===== config.mk =====
export PLATFORM = sky130hd
export DESIGN_NAME = bpsk_bit_sync
export DESIGN_NICKNAME = d
export VERILOG_FILES = /design/src/rtl/bpsk_bit_sync.sv
export SDC_FILE = /design/constraint.sdc
export NUM_CORES = 1
export LEC_CHECK = 0
export CAP_MARGIN = 5
export CELL_PAD_IN_SITES_DETAIL_PLACEMENT = 0
export CELL_PAD_IN_SITES_GLOBAL_PLACEMENT = 1
export CORE_ASPECT_RATIO = 1.4
export CORE_MARGIN = 3
export CORE_UTILIZATION = 47
export CTS_BUF_LIST = sky130_fd_sc_hd__clkbuf_8
export DETAILED_ROUTE_END_ITERATION = 10
export PLACE_DENSITY_LB_ADDON = 0.1
export REMOVE_ABC_BUFFERS = 1
export SLEW_MARGIN = 20
export SYNTH_ARGS = -nofsm -noshare
export SYNTH_HDL_FRONTEND = slang
export SYNTH_SLANG_ARGS = --single-unit

===== constraint.sdc =====
create_clock -name clk -period 6.85 [get_ports clk]
set_input_delay 0.685 -clock clk [delete_from_list [all_inputs] [get_ports clk]]
set_output_delay 0.685 -clock clk [all_outputs]
set_load 0.02 [all_outputs]

===== src/rtl/bpsk_bit_sync.sv =====
// Symbol-timing recovery and hard-bit decision for the BPSK demodulator:
// transition-tracking DPLL (+/-1 sample per bit) feeding an integrate-and-dump filter.
module bpsk_bit_sync #(
  parameter int DW        = 14,
  parameter int SPB       = 64,
  parameter int ACC_W     = 24,
  parameter int HYST      = 256,
  parameter int WIN       = 2,
  parameter int LOCK_BITS = 16,
  parameter int DIFF      = 1
) (
  input  logic                    clk,
  input  logic                    rst,
  input  logic                    en,
  input  logic                    carrier_locked,
  input  logic signed [DW-1:0]    demod_in,
  output logic                    bit_out,
  output logic                    bit_valid,
  output logic signed [ACC_W-1:0] soft_out,
  output logic                    sync_locked
);

  localparam int PH_W = $clog2(SPB);
  localparam int LC_W = $clog2(LOCK_BITS + 1);

  localparam logic [PH_W-1:0] PH_LAST   = PH_W'(SPB - 1);
  localparam logic [PH_W-1:0] PH_HALF   = PH_W'(SPB / 2);
  localparam logic [PH_W-1:0] PH_WIN    = PH_W'(WIN);
  localparam logic [PH_W-1:0] PH_WIN_HI = PH_W'(SPB - WIN);
  localparam logic [LC_W-1:0] LOCK_MAX  = LC_W'(LOCK_BITS);

  localparam logic signed [DW-1:0] HYST_P = DW'(HYST);
  localparam logic signed [DW-1:0] HYST_N = -HYST_P;

  typedef enum logic [1:0] {CORR_NONE, CORR_ADV, CORR_RET} corr_e;

  logic [PH_W-1:0]         ph_q, ph_d;
  logic                    stall_q, stall_d;     // retard: repeat ph=0 once
  logic                    mid_q, mid_d;         // a bit is partially integrated
  logic signed [ACC_W-1:0] acc_q, acc_d;
  logic                    neg_q, neg_d;         // sign tracker, 1 = negative
  logic                    prev_raw_q, prev_raw_d;
  logic [LC_W-1:0]         lock_cnt_q, lock_cnt_d;
  corr_e                   corr_q, corr_d;
  logic                    seen_q, seen_d;       // first transition already taken
  logic                    ontime_q, ontime_d;
  logic                    bit_out_q, bit_out_d;
  logic                    bit_valid_q, bit_valid_d;
  logic signed [ACC_W-1:0] soft_q, soft_d;
  logic                    sync_locked_q, sync_locked_d;

  logic signed [ACC_W-1:0] samp_ext;
  logic signed [ACC_W-1:0] sum;
  logic                    neg_new;
  logic                    first_trans;
  logic                    seen_eff;
  corr_e                   corr_now, corr_eff;
  logic                    ontime_now, ontime_eff;
  logic                    raw;
  logic [LC_W-1:0]         lock_next;

  always_comb begin
    ph_d          = ph_q;
    stall_d       = stall_q;
    mid_d         = mid_q;
    acc_d         = acc_q;
    neg_d         = neg_q;
    prev_raw_d    = prev_raw_q;
    lock_cnt_d    = lock_cnt_q;
    corr_d        = corr_q;
    seen_d        = seen_q;
    ontime_d      = ontime_q;
    bit_out_d     = bit_out_q;
    bit_valid_d   = 1'b0;
    soft_d        = soft_q;
    sync_locked_d = sync_locked_q;

    samp_ext = {{(ACC_W-DW){demod_in[DW-1]}}, demod_in};
    sum      = mid_q ? (acc_q + samp_ext) : samp_ext;

    neg_new = neg_q;
    if (demod_in > HYST_P)      neg_new = 1'b0;
    else if (demod_in < HYST_N) neg_new = 1'b1;

    first_trans = en && (neg_new != neg_q) && !seen_q;

    if (ph_q == '0)           corr_now = CORR_NONE;
    else if (ph_q < PH_HALF)  corr_now = CORR_RET;
    else                      corr_now = CORR_ADV;
    ontime_now = (ph_q <= PH_WIN) || (ph_q >= PH_WIN_HI);

    // The sample being dumped can itself carry the bit's first transition.
    corr_eff   = first_trans ? corr_now : corr_q;
    ontime_eff = first_trans ? ontime_now : ontime_q;
    seen_eff   = seen_q || first_trans;

    raw       = ~sum[ACC_W-1];
    lock_next = lock_cnt_q;
    if (seen_eff) begin
      if (!ontime_eff)              lock_next = '0;
      else if (lock_cnt_q != LOCK_MAX) lock_next = lock_cnt_q + 1'b1;
    end

    if (en) begin
      neg_d = neg_new;
      acc_d = sum;
      mid_d = 1'b1;
      if (first_trans) begin
        seen_d   = 1'b1;
        corr_d   = corr_now;
        ontime_d = ontime_now;
      end
      if (stall_q) begin
        stall_d = 1'b0;
      end else if (ph_q == PH_LAST) begin
        ph_d          = (corr_eff == CORR_ADV) ? PH_W'(1) : '0;
        stall_d       = (corr_eff == CORR_RET);
        mid_d         = 1'b0;
        seen_d        = 1'b0;
        corr_d        = CORR_NONE;
        ontime_d      = 1'b0;
        soft_d        = sum;
        bit_out_d     = (DIFF != 0) ? (raw ^ prev_raw_q) : raw;
        prev_raw_d    = raw;
        bit_valid_d   = 1'b1;
        lock_cnt_d    = lock_next;
        sync_locked_d = (lock_next == LOCK_MAX);
      end else begin
        ph_d = ph_q + 1'b1;
      end
    end
  end

  always_ff @(posedge clk) begin
    if (rst || !carrier_locked) begin
      ph_q          <= '0;
      stall_q       <= 1'b0;
      mid_q         <= 1'b0;
      acc_q         <= '0;
      neg_q         <= 1'b0;
      prev_raw_q    <= 1'b0;
      lock_cnt_q    <= '0;
      corr_q        <= CORR_NONE;
      seen_q        <= 1'b0;
      ontime_q      <= 1'b0;
      bit_out_q     <= 1'b0;
      bit_valid_q   <= 1'b0;
      soft_q        <= '0;
      sync_locked_q <= 1'b0;
    end else begin
      ph_q          <= ph_d;
      stall_q       <= stall_d;
      mid_q         <= mid_d;
      acc_q         <= acc_d;
      neg_q         <= neg_d;
      prev_raw_q    <= prev_raw_d;
      lock_cnt_q    <= lock_cnt_d;
      corr_q        <= corr_d;
      seen_q        <= seen_d;
      ontime_q      <= ontime_d;
      bit_out_q     <= bit_out_d;
      bit_valid_q   <= bit_valid_d;
      soft_q        <= soft_d;
      sync_locked_q <= sync_locked_d;
    end
  end

  assign bit_out     = bit_out_q;
  assign bit_valid   = bit_valid_q;
  assign soft_out    = soft_q;
  assign sync_locked = sync_locked_q;

endmodule


==> flow_summary.json <==
{
  "place_ws_ps": 2860,
  "seqPwrFrac_pct": 45.2,
  "drive_above_1_share_pct": 6.46,
  "ys_async_sr_fraction_pct": 0,
  "die_area_um2": 9810,
  "swShare_pct": 26.2,
  "setup_slack_ps": 3210,
  "fmax_ghz": 0.275,
  "gp_congestion": 0.839,
  "hpwl_um": 6540,
  "cts.sinks": 70,
  "outcome": "finished clean",
  "p_leak_nw": 1.83,
  "wl_per_cell_um": 14.8,
  "hold_path.class": "reg -> reg",
  "ant_nets": 0,
  "cts_htree_levels": 3,
  "ys_warn_count": 0,
  "yosysMostFrequentCell": "dfxtp_1",
  "slew_viol_final": 0,
  "path_max_fanout": 15,
  "clock_latency_ps": 350,
  "power_density_nw_per_um2": 194,
  "tritoncts": "done",
  "cp.arrival_ps": 3920,
  "drt_iter0_drc": 93,
  "internal_power_uw": 686,
  "die_x_um": 84.6,
  "ys_seq_area_share_pct": 34.5,
  "synth.avg_cell_area_um2": 8.39,
  "ys_top_cells_by_area": "dfxtp_1 35%, ha_1 8.3%, a21oi_1 6.8%",
  "antenna_cells": 0,
  "port_buffers": 44,
  "regToRegSetupSlack_ps": 4100,
  "post-route-period-util_pct": 53.2,
  "peakVddDrop_v": 0.000117,
  "finalHoldViolCount": 0,
  "yosys.area.top_type": "dfxtp_1",
  "rsz0062_at_grt": "false",
  "synth_top_area_share_pct": 34.5,
  "syn_area_um2": 4060,
  "antenna_found_initial": 0,
  "cts_buffers": 9,
  "setup_violations": 0,
  "start_kind": "input port",
  "track_usage_pct": 19.8,
  "p_sw_uw": 244,
  "hold_ws_ps": 459,
  "nFillCells": 783,
  "fin_worst_skew_ps": 9.97,
  "clkPwrFrac_pct": 39.5,
  "synth-seq-cells": 70,
  "die_h_um": 116,
  "grt_max_degree": 55,
  "final_nets": 567,
  "maxSlewHeadroom_pct": 43.6,
  "area_growth_syn_to_layout_pct": 18.1,
  "post_cts_buffers": 0,
  "drc_errors": 0,
  "grt_pass1_vias": 3503,
  "rows": 39,
  "combPwrFrac_pct": 15.3,
  "clk_pin_slew_ps": 70,
  "fin_tns_setup_ps": 0,
  "coreArea_um2": 8300,
  "dr.pass1.iters": 4,
  "cts_hold_buffers": 0,
  "power.total_uw": 930,
  "synthDistinctLibCells": 56,
  "crit_type": "in -> reg",
  "synth_cells": 484,
  "wl_um": 9300,
  "max_cap_violations": 0,
  "end_kind": "flop",
  "grt_pass1_wl_um": 16000,
  "ioPinCount": 45,
  "globalRouteOverflowTotal": 0,
  "fin_crit_ps": 3640,
  "clockBufferDepth": 2,
  "viasPerCell": 5.69,
  "initial_utilization_pct": 49.0,
  "netlist_top_cells_count": "70 x dfxtp_1, 63 x nor2_1, 55 x a21oi_1",
  "post_cts_resized": 0,
  "ys.flop_type": "dfxtp_1",
  "synth_edf_count": 0,
  "cp.required_ps": 7130,
  "tightest_slew_ps": 845,
  "cts-root-buf": "clkbuf_8",
  "vias": 3571
}
## stage by stage
| step | util (%) | area [um2] | std cells |
|---|---|---|---|
| 5_1_grt | 57.8 | 4800 | 628 |
| 3_5_place_dp | 55.2 | 4580 | 612 |
| 3_3_place_gp | 55.2 | 4580 | 612 |
| 2_1_floorplan | - | 3970 | 461 |
| 4_1_cts | 57.8 | 4800 | 628 |
| 6_report | 57.8 | 4800 | 628 |
## power by group through the flow
stage | combinational [mW] | sequential [mW] | clock, mW
5_1_grt | 0.160 | 0.421 | 0.391
6_report | 0.142 | 0.420 | 0.368
3_3_place_gp | 0.141 | 0.430 | 0
2_1_floorplan | 0.0994 | 0.429 | 0
3_5_place_dp | 0.143 | 0.430 | 0
4_1_cts | 0.143 | 0.420 | 0.377
## cell usage in the layout (no fill, tap or decap), types with 10 or more instances in the layout
master | netlist | layout
ha_1 | 27 | 27
nor2_1 | 63 | 62
a21o_1 | 10 | 10
o21ai_0 | 36 | 36
a211oi_1 | 35 | 35
nand2_1 | 24 | 24
clkdlybuf4s50_1 | 0 | 44
dfxtp_1 | 70 | 70
mux2i_1 | 13 | 13
nand3_1 | 12 | 12
xnor2_1 | 15 | 15
clkbuf_8 | 0 | 10
a21oi_1 | 55 | 55
inv_1 | 15 | 17
## layer usage
| layer | track usage, % | up-vias | part of all wire [%] |
|---|---|---|---|
| met2 | 34.8 | 49 | 50 |
| met4 | 8.45 | 0 | 1.6 |
| met5 | 0 | - | 0 |
| met3 | 3.49 | 11 | 2.4 |
| met1 | 23.8 | 1667 | 46 |
| li1 | - | 1844 | - |
## flip-flops by register name, indices dropped and copies added (netlist names), 2 cells and up
name	flops
acc_q	24
lock_cnt_q	5
soft_out	24
ph_q	6
corr_q	2
## logic make-up after synthesis
logic type / synth area share [%]
xor gates and xnor gates: 5.33
AOI/OAI and AO/OA: 28.3
and+or+nand+nor: 14.7
buffers and inverters: 3.70
muxes: 4.68
DFF: 34.5
adders and majority gates: 8.81
## path summary, 6_finish.rpt
check | depth (start not counted) | endpoint | startpoint
setup / recovery | 11 | bit_out | demod_in[13]
hold / removal | 2 | sync_locked | sync_locked
setup reg to reg | 12 | acc_q[22] | acc_q[0]
hold reg to reg | 2 | sync_locked | sync_locked
## area by class of cell
cell class                      count  area [um2]  share of cell area (%)
Clock buffer                       10         138                    2.87
Clock inverter                      6        77.6                    1.62
Inverter                           15        56.3                    1.17
Multi-Input combinational cell    376        2520                    52.5
Sequential cell                    70        1400                    29.2
Tap cell                          102         128                    2.66
Timing Repair Buffer               49         478                    9.97
## worst max-delay path, stage by stage
cell             delay [ps]
clkdlybuf4s50_1         930
ha_1                    400
a211oi_1                250
nor2_1                   90
o41ai_1                 430
nand4_1                 200
nand2_1                 110
o221ai_1                150
mux2i_1                 270
xor3_1                  270
a21oi_1                 140
(Power assumes the default switching activity.)
